### config.mk
export PLATFORM = sky130hd
export DESIGN_NAME = shr_iter
export DESIGN_NICKNAME = d
export VERILOG_FILES = /design/src/rtl/shr_iter.sv
export SDC_FILE = /design/constraint.sdc
export NUM_CORES = 1
export LEC_CHECK = 0
export CELL_PAD_IN_SITES_DETAIL_PLACEMENT = 1
export CELL_PAD_IN_SITES_GLOBAL_PLACEMENT = 2
export CORE_ASPECT_RATIO = 0.8
export CORE_MARGIN = 2
export CORE_UTILIZATION = 31
export DETAILED_ROUTE_END_ITERATION = 8
export PLACE_DENSITY = 0.88
export SLEW_MARGIN = 0
export SYNTH_ARGS = -nofsm -noshare
export SYNTH_HDL_FRONTEND = slang
export SYNTH_SLANG_ARGS = --single-unit
### constraint.sdc
create_clock -name Clk -period 3.5 [get_ports Clk]
set_input_delay 0.875 -clock Clk [delete_from_list [all_inputs] [get_ports Clk]]
set_output_delay 0.875 -clock Clk [all_outputs]
set_load 0.03 [all_outputs]
### src/rtl/shr_iter.sv
// -----------------------------------------------------------------------------
// shr_iter -- iterative multi-mode shifter
//
// Purpose:
//   Takes an operand, a shift amount and a mode through a valid/ready input
//   port. It then shifts a working copy of the operand by at most STEP bit
//   positions per clock. The final value is held on a valid/ready output port.
//   Modes: 00 logical right, 01 arithmetic right, 10 logical left,
//   11 rotate right.
//
// Parameters:
//   DATAWIDTH  operand/result width (>= 2)
//   STEP       maximum bit positions shifted per clock (1..DATAWIDTH)
//
// Ports:
//   Clk        clock, rising edge
//   Rst_n      asynchronous active-low reset
//   a          operand
//   sh_amt     unsigned shift amount
//   mode       shift mode (see above)
//   in_valid   a/sh_amt/mode valid
//   in_ready   block can accept a new operation (IDLE)
//   d          result, changes only on entry to DONE
//   out_valid  d valid (DONE)
//   out_ready  consumer accepts d
//   sticky     OR of all bits shifted out, valid with d
//
// Build option:
//   SHR_ITER_STICKY_EN  when defined, sticky accumulates shifted-out bits;
//                       otherwise sticky is tied to 0.
//
// Handshake: a transfer happens on a rising edge where valid and ready are
// both high. Inputs are sampled only on that edge. out_valid stays high and d
// and sticky stay stable until out_ready is seen high at an edge. A new
// operation is never accepted in the same cycle that a result is released.
// -----------------------------------------------------------------------------
module shr_iter #(
   parameter int DATAWIDTH = 8,
   parameter int STEP      = 1
) (
   input  logic                 Clk,
   input  logic                 Rst_n,
   input  logic [DATAWIDTH-1:0] a,
   input  logic [DATAWIDTH-1:0] sh_amt,
   input  logic [1:0]           mode,
   input  logic                 in_valid,
   output logic                 in_ready,
   output logic [DATAWIDTH-1:0] d,
   output logic                 out_valid,
   input  logic                 out_ready,
   output logic                 sticky
);

   localparam int RW = $clog2(DATAWIDTH + 1);
   localparam logic [RW-1:0]        DW_C   = RW'(DATAWIDTH);
   localparam logic [RW-1:0]        STEP_C = RW'(STEP);
   localparam logic [DATAWIDTH-1:0] DW_W   = DATAWIDTH'(DATAWIDTH);
   localparam logic [DATAWIDTH-1:0] ONES   = '1;

   typedef enum logic [1:0] {
      ST_IDLE  = 2'd0,
      ST_SHIFT = 2'd1,
      ST_DONE  = 2'd2
   } state_t;

   state_t               state_q, state_d;
   logic [DATAWIDTH-1:0] work_q, work_d;
   logic [RW-1:0]        rem_q, rem_d;
   logic [1:0]           mode_q, mode_d;
   logic                 sign_q, sign_d;
   logic [DATAWIDTH-1:0] d_q, d_d;

   logic [RW-1:0]        eff_amt;
   logic [RW-1:0]        step_k;
   logic [DATAWIDTH-1:0] hi_mask;
   logic [DATAWIDTH-1:0] shifted;

   // Effective amount: a rotate wraps modulo the width. Every other mode
   // saturates at the width, which already clears or sign-fills the operand.
   always_comb begin
      eff_amt = '0;
      if (mode == 2'b11) begin
         eff_amt = RW'(sh_amt % DW_W);
      end else if (sh_amt >= DW_W) begin
         eff_amt = DW_C;
      end else begin
         eff_amt = sh_amt[RW-1:0];
      end
   end

   // One shift step of k = min(STEP, rem) positions in the captured mode.
   always_comb begin
      step_k  = (rem_q < STEP_C) ? rem_q : STEP_C;
      hi_mask = ~(ONES >> step_k);
      shifted = work_q;
      case (mode_q)
         2'b00:   shifted = work_q >> step_k;
         2'b01:   shifted = (work_q >> step_k) | (sign_q ? hi_mask : '0);
         2'b10:   shifted = work_q << step_k;
         default: shifted = (work_q >> step_k) | (work_q << (DW_C - step_k));
      endcase
   end

   // Next-state and output logic.
   // A zero-amount operation still goes through one SHIFT cycle with k=0.
   // That cycle gives it the same minimum one-clock latency as a one-bit shift
   // and passes the operand through unchanged.
   always_comb begin
      state_d   = state_q;
      work_d    = work_q;
      rem_d     = rem_q;
      mode_d    = mode_q;
      sign_d    = sign_q;
      d_d       = d_q;
      in_ready  = 1'b0;
      out_valid = 1'b0;
      case (state_q)
         ST_IDLE: begin
            in_ready = 1'b1;
            if (in_valid) begin
               work_d  = a;
               mode_d  = mode;
               sign_d  = a[DATAWIDTH-1];
               rem_d   = eff_amt;
               state_d = ST_SHIFT;
            end
         end
         ST_SHIFT: begin
            work_d = shifted;
            rem_d  = rem_q - step_k;
            if (rem_q == step_k) begin
               d_d     = shifted;
               state_d = ST_DONE;
            end
         end
         ST_DONE: begin
            out_valid = 1'b1;
            if (out_ready) begin
               state_d = ST_IDLE;
            end
         end
         default: begin
            state_d = ST_IDLE;
         end
      endcase
   end

   always_ff @(posedge Clk or negedge Rst_n) begin
      if (!Rst_n) begin
         state_q <= ST_IDLE;
      end else begin
         state_q <= state_d;
      end
   end

   always_ff @(posedge Clk or negedge Rst_n) begin
      if (!Rst_n) begin
         work_q <= '0;
         rem_q  <= '0;
         mode_q <= 2'b00;
         sign_q <= 1'b0;
         d_q    <= '0;
      end else begin
         work_q <= work_d;
         rem_q  <= rem_d;
         mode_q <= mode_d;
         sign_q <= sign_d;
         d_q    <= d_d;
      end
   end

   assign d = d_q;

`ifdef SHR_ITER_STICKY_EN
   logic [DATAWIDTH-1:0] lo_mask;
   logic                 out_bits;
   logic                 st_accept, st_finish;
   logic                 acc_q, acc_d;
   logic                 sticky_q, sticky_d;

   // acc_q collects the bits lost during the operation. sticky_q is published
   // together with d on entry to DONE.
   always_comb begin
      lo_mask   = ~(ONES << step_k);
      st_accept = (state_q == ST_IDLE) && in_valid;
      st_finish = (state_q == ST_SHIFT) && (rem_q == step_k);
      case (mode_q)
         2'b10:   out_bits = |(work_q & hi_mask);
         2'b11:   out_bits = 1'b0;
         default: out_bits = |(work_q & lo_mask);
      endcase
      acc_d    = acc_q;
      sticky_d = sticky_q;
      if (st_accept) begin
         acc_d    = 1'b0;
         sticky_d = 1'b0;
      end else if (state_q == ST_SHIFT) begin
         acc_d = acc_q | out_bits;
         if (st_finish) begin
            sticky_d = acc_q | out_bits;
         end
      end
   end

   always_ff @(posedge Clk or negedge Rst_n) begin
      if (!Rst_n) begin
         acc_q    <= 1'b0;
         sticky_q <= 1'b0;
      end else begin
         acc_q    <= acc_d;
         sticky_q <= sticky_d;
      end
   end

   assign sticky = sticky_q;
`else
   assign sticky = 1'b0;
`endif

endmodule

==> results of run 1 <==
[through the flow]
stage               setup slack, ns  hold WS (ns)  power, µW  cell area (µm²)
global placement              0.890         0.470       1660             1960
detailed placement            0.827         0.479       1670             1960
global route                  0.628         0.533       2010             2010
finish                        0.774         0.497       1850             2010
CTS                           0.780         0.502       1860             2010
floorplan                     0.987         0.486       1330             1620
[layout make-up]
class                           count  area [µm²]  share of cell area (%)
Timing Repair Buffer               33         325                    16.2
Sequential cell                    25         626                    31.1
Clock buffer                        3        41.3                    2.05
Tap cell                           62        77.6                    3.86
Inverter                            8        35.0                    1.74
Multi-Input combinational cell    135         898                    44.7
Clock inverter                      1        7.51                   0.373
[sequential cells by signal, summed over array words and instances, names as in the netlist]
signal,count
rem_q,4
mode_q,2
work_q,8
d,8
state_q,2
sign_q,1
[per-layer routing]
| metal | up-vias | track usage, % |
|---|---|---|
| li1 | 704 | - |
| met1 | 710 | 23.3 |
| met2 | 35 | 26.1 |
| met3 | 0 | 3.50 |
| met4 | 0 | 0.595 |
| met5 | - | 0 |
[worst max-delay path, delay by kind of cell (launching register included)]
kind | cells | cell delay, ns
multiplexers | 1 | 0.18
flip-flops | 1 | 0.46
AND/OR/NAND/NOR | 1 | 0.66
AO/OA/AOI/OAI | 3 | 0.69
buffers and inverters | 1 | 0.16
adder cells (fa/ha/maj) | 2 | 0.51
[cells in the final DEF (no fill, tap or decap), types with 6 or more instances in the layout]
cell,count
dfrtp_1,25
a21oi_1,8
o21ai_1,7
clkdlybuf4s50_1,31
ha_1,6
mux2i_1,6
nand2_1,19
nor2_1,8
[power by group through the flow]
| stage | combinational, µW | sequential (µW) | clock [µW] |
|---|---|---|---|
| 3_5_place_dp | 1040 | 623 | 0 |
| 4_1_cts | 1050 | 617 | 193 |
| 5_1_grt | 1160 | 647 | 200 |
| 6_report | 1040 | 620 | 183 |
| 2_1_floorplan | 707 | 628 | 0 |
| 3_3_place_gp | 1040 | 617 | 0 |
[cells by family after synthesis]
| logic type | share of synthesized area (%) |
|---|---|
| AO/OA/AOI/OAI | 26.8 |
| AND/OR/NAND/NOR | 18.8 |
| buffers and inverters | 5.91 |
| multiplexers | 4.44 |
| adder cells (fa/ha/maj) | 4.67 |
| flip-flops | 38.9 |
| other | 0.467 |
[how the worst max path moves through the flow]
stage,end,from,slack (ns)
final,d[7],rem_q[2],0.77
after global routing,d[7],rem_q[2],0.63
after CTS,d[7],rem_q[2],0.78
after detailed placement,d[7],rem_q[2],0.83
after global placement,d[7],rem_q[2],0.89
after floorplan,d[7],rem_q[2],0.99
==> flow_summary.yaml, run 1 <==
timing:
  rsz0062_at_grt: "false"
  fin_setup_tns_ns: 0
  post-route-min-period_ns: 2.73
  worst_clock_skew_ns: 0.0105
  timing.final.crit_share_pct: 77.9
  worst_pin_slew_ns: 0.750
  timing.slew.headroom_pct: 49.9
  slew_viol_final: 0
  setup_viol: 0
  hold_viol: 0
  fmax_ghz: 0.367
route:
  wl_met2_mm: 1.89
  drc: 0
  wl_met1_mm: 2.28
  routed_via_density: 5.43
  dr.max_layer_used: "met3"
  dr_total_vias: 1449
  drt_iter0_markers: 93
  wl_met3_um: 195
  ant_nets: 0
  routed_wl_mm: 4.36
  dr.pass1.iters: 4
  avgRoutedWirePerCell_um: 16.3
power_and_ir_drop:
  pwr-share-seq_pct: 33.6
  p_comb_share_pct: 56.5
  p_int_uw: 965
  swShare_pct: 47.7
  p_leak_uw: 0.000849
  p_per_area_nw_per_um2: 919
  ir_drop_mv: 0.377
  clockPowerShare_pct: 9.9
  p_sw_uw: 882
yosys:
  yosysTopAreaCell: "dfrtp_1"
  yosysWarningCount: 0
  ys_seq_area_share_pct: 38.9
  synthArstFlopShare_pct: 100
  synthMostInstantiatedCell: "dfrtp_1"
  synthCells: 175
  yosysUniqueCellTypes: 52
  syn_area_um2: 1610
  avgSynthCellArea_um2: 9.19
  ys_ff_latch: 25
  synthTopCellsByCount: "dfrtp_1 (25), nand2_1 (19), a21oi_1 (8), nor2_1 (8), o21ai_1 (7)"
  synth_top_area_share_pct: 38.9
  yosys-top-cells-area: "dfrtp_1 (39%), ha_1 (4.7%), nand2_1 (4.4%), mux2i_1 (3.7%), a21oi_1 (2.5%)"
  synth_edf_count: 0
  synth_ff_type: "dfrtp_1"
worst_hold_path:
  min_path_type: "register to register"
  hold_end: "d[3]"
  hold_start: "d[3]"
  whs_path_depth: 2
final_layout:
  fillers: 596
  stdcell_count: 267
  area_delta_synth_final_pct: 25.1
  postLayoutCoreUtil_pct: 40.2
  diodes: 0
  drive_above_1_share_pct: 6.83
  nNetsFinal: 234
worst_setup_path:
  critPathLaunchType: "register"
  cp-end-kind: "register"
  critPathRequiredTime_ns: 3.72
  path_class: "register to register"
  reg2reg_to: "d[7]"
  worstReg2RegStart: "rem_q[2]"
  crit_slowest_cell: "or4_4"
  crit_top_cell: "ha_1"
  crit_path_cell_trace: "or4_4 > clkinv_4 > ha_1 > ha_1 > mux2i_1 > a2111o_1 > a31oi_1 > a21o_1"
  cp_max_fo: 14
  cp_slowest_stage_delay_ns: 0.66
  critPathArrivalTime_ns: 2.94
  rr_worst_depth: 8
  rrSetupSlack_ns: 0.77
outcome:
  outcome: "finished, final reports clean"
clock_tree:
  cts_buffers: 3
  cts_hold_buf: 0
  htree_levels: 1
  cts_resized: 0
  clock_latency_ns: 0.28
  root_buffer: "clkbuf_8"
  cts_buffer_depth: 2
  clkTransAtPathRegs_ns: 0.10
  cts_tree: "built"
  cts_setup_buffers: 0
  cts.sinks: 25
grt:
  grt_max_degree: 26
  grt_pass1_wl_mm: 7.29
  track_usage_pct: 16.1
  grt_pass1_vias: 1449
  overflow: 0
  grt_antenna_before_repair: 0
die:
  start_util_pct: 32.1
  core_area_um2: 5010
  die_w_um: 84.5
  die_h_um: 68.4
  num_rows: 23
  dieArea_um2: 5780
  ios: 33
placed_design:
  gp_congestion: 0.846
  dp_hpwl_mm: 3.23
  port_buffers: 31
  placed_cells: 263
job:
  cap_violations: 0
Note: power is estimated with default switching activity, not from simulation.
==> inputs of run 2 (changes only) <==
Clock period 3.5 ns to 2.6 ns, I/O delays scaled along.
==> run 2 against run 1 <==
Clock-buffer cell count is the same. Sequential power grew 35%. Sequential cell count is the same. First-iteration DRC count shrank 14%. Sequential share of layout area shrank 0.90 points. Maximum frequency grew 11%. Largest power group unchanged.
==> flow_summary.yaml, run 2 (synthesis results as in run 1) <==
power_and_ir_drop:
  pwr-share-seq_pct: 32.5
  swShare_pct: 47.5
  ir_drop_mv: 0.560
  p_per_area_nw_per_um2: 1240
  p_int_uw: 1350
  p_sw_uw: 1220
  p_total_uw: 2580
  clockPowerShare_pct: 10.1
  p_leak_uw: 0.000877
  p_comb_share_pct: 57.5
route:
  drt_iter0_markers: 80
  routed_via_density: 5.40
  avgRoutedWirePerCell_um: 16.9
  dr.pass1.iters: 4
  drc: 0
  ant_nets: 0
  routed_wl_mm: 4.60
  dr_total_vias: 1468
worst_setup_path:
  crit_slowest_cell: "or4_4"
  critical_path.startpoint: "rem_q[2]"
  crit_path_cell_trace: "or4_4 > clkinv_4 > ha_1 > ha_4 > mux2i_2 > a2111o_1 > a31oi_1 > a21o_1"
  critPathRequiredTime_ns: 2.84
  critPathLaunchType: "register"
  critPathArrivalTime_ns: 2.69
  rrSetupSlack_ns: 0.15
  path_class: "register to register"
  cp_slowest_stage_delay_ns: 0.58
  path_depth: 8
  cp_max_fo: 8
  worstReg2RegStart: "rem_q[2]"
  cp-end-kind: "register"
  reg2reg_to: "d[7]"
  rr_worst_depth: 8
  critical-path-top-delay-family: "compound AO/OA/AOI/OAI gates"
  critical_path.endpoint: "d[7]"
  cp.buffers_inverters: 1
timing:
  worst_pin_slew_ns: 0.611
  hold_viol: 0
  fin_setup_tns_ns: 0
  post-route-min-period_ns: 2.45
  timing.final.crit_share_pct: 94.2
  worst_clock_skew_ns: 0.00732
  rsz0062_at_grt: "false"
  setup_viol: 0
  timing.slew.headroom_pct: 59.3
  slew_viol_final: 0
  fmax_ghz: 0.408
die:
  die_h_um: 68.4
  start_util_pct: 32.1
  ios: 33
  num_rows: 23
  die_w_um: 84.5
  dieArea_um2: 5780
  core_area_um2: 5010
clock_tree:
  cts_buffer_depth: 2
  clkTransAtPathRegs_ns: 0.10
  htree_levels: 1
  cts_tree: "built"
  cts.sinks: 25
  root_buffer: "clkbuf_8"
  clock_latency_ns: 0.29
  cts_buffers: 3
final_layout:
  drive_above_1_share_pct: 10.5
  final_common_cell: "clkdlybuf4s50_1"
  nNetsFinal: 239
  fillers: 599
  diodes: 0
  layout_common_cells: "clkdlybuf4s50_1 (31), dfrtp_1 (25), nand2_1 (19)"
  multi_input_area_um2: 920
  area_delta_synth_final_pct: 28.8
  seq_area_um2: 626
placed_design:
  port_buffers: 31
  gp_congestion: 0.808
  dp_hpwl_mm: 3.37
job:
  cap_violations: 0
worst_hold_path:
  min_path_type: "register to register"
  hold_start: "d[7]"
grt:
  track_usage_pct: 17.5
  grt_max_degree: 26
  grt_pass1_wl_mm: 7.67
  grt_antenna_before_repair: 0
  grt_pass1_vias: 1540
  overflow: 0
outcome:
  outcome: "finished, final reports clean"
run 2: power groups by stage:
stage	sequential [µW]	combinational [µW]	clock [µW]
2_1_floorplan	845	952	0
5_1_grt	874	1660	286
3_5_place_dp	840	1460	0
4_1_cts	830	1470	272
6_report	837	1480	259
3_3_place_gp	841	1440	0
run 2: metrics by stage:
step | cells | hold slack, ns | cell area [µm²] | worst slack (ns) | utilization (%)
2_1_floorplan | 178 | 0.354 | 1620 | 0.0870 | -
3_3_place_gp | 267 | 0.474 | 1990 | 0.191 | 39.8
3_5_place_dp | 267 | 0.478 | 1990 | 0.0960 | 39.8
4_1_cts | 271 | 0.503 | 2040 | 0.0677 | 40.8
5_1_grt | 272 | 0.516 | 2070 | 0.0296 | 41.4
6_report | 272 | 0.493 | 2070 | 0.151 | 41.4
run 2: worst min-delay path by stage:
stage | slack, ns | cells past startpoint | end
final | 0.49 | 1 | d[7]
after global routing | 0.52 | 1 | d[7]
after CTS | 0.50 | 1 | d[7]
after detailed placement | 0.48 | 1 | d[7]
after global placement | 0.47 | 2 | d[3]
after floorplan | 0.35 | 0 | d[0]
run 2: per-layer routing:
metal  vias to the layer above  track usage [%]  wire length [µm]
met1                       711             23.8              2310
met5                         -                0                 0
met2                        34             28.3              2030
li1                        718                -                 -
met3                         5             3.50               214
met4                         0             5.16                40
run 2: cell type report:
type	instances	area share, %
inverter	8	1.69
clock inverter	1	0.423
clock buffer	3	1.99
tap	62	3.75
multi-input combinational	135	44.4
sequential	25	30.2
timing repair buffer	38	17.5
run 2: repair_timing:
action	4_1_cts	5_1_grt
buffers inserted	0	1
hold buffers	0	0
resized for setup	0	5
setup endpoints to repair	0	8
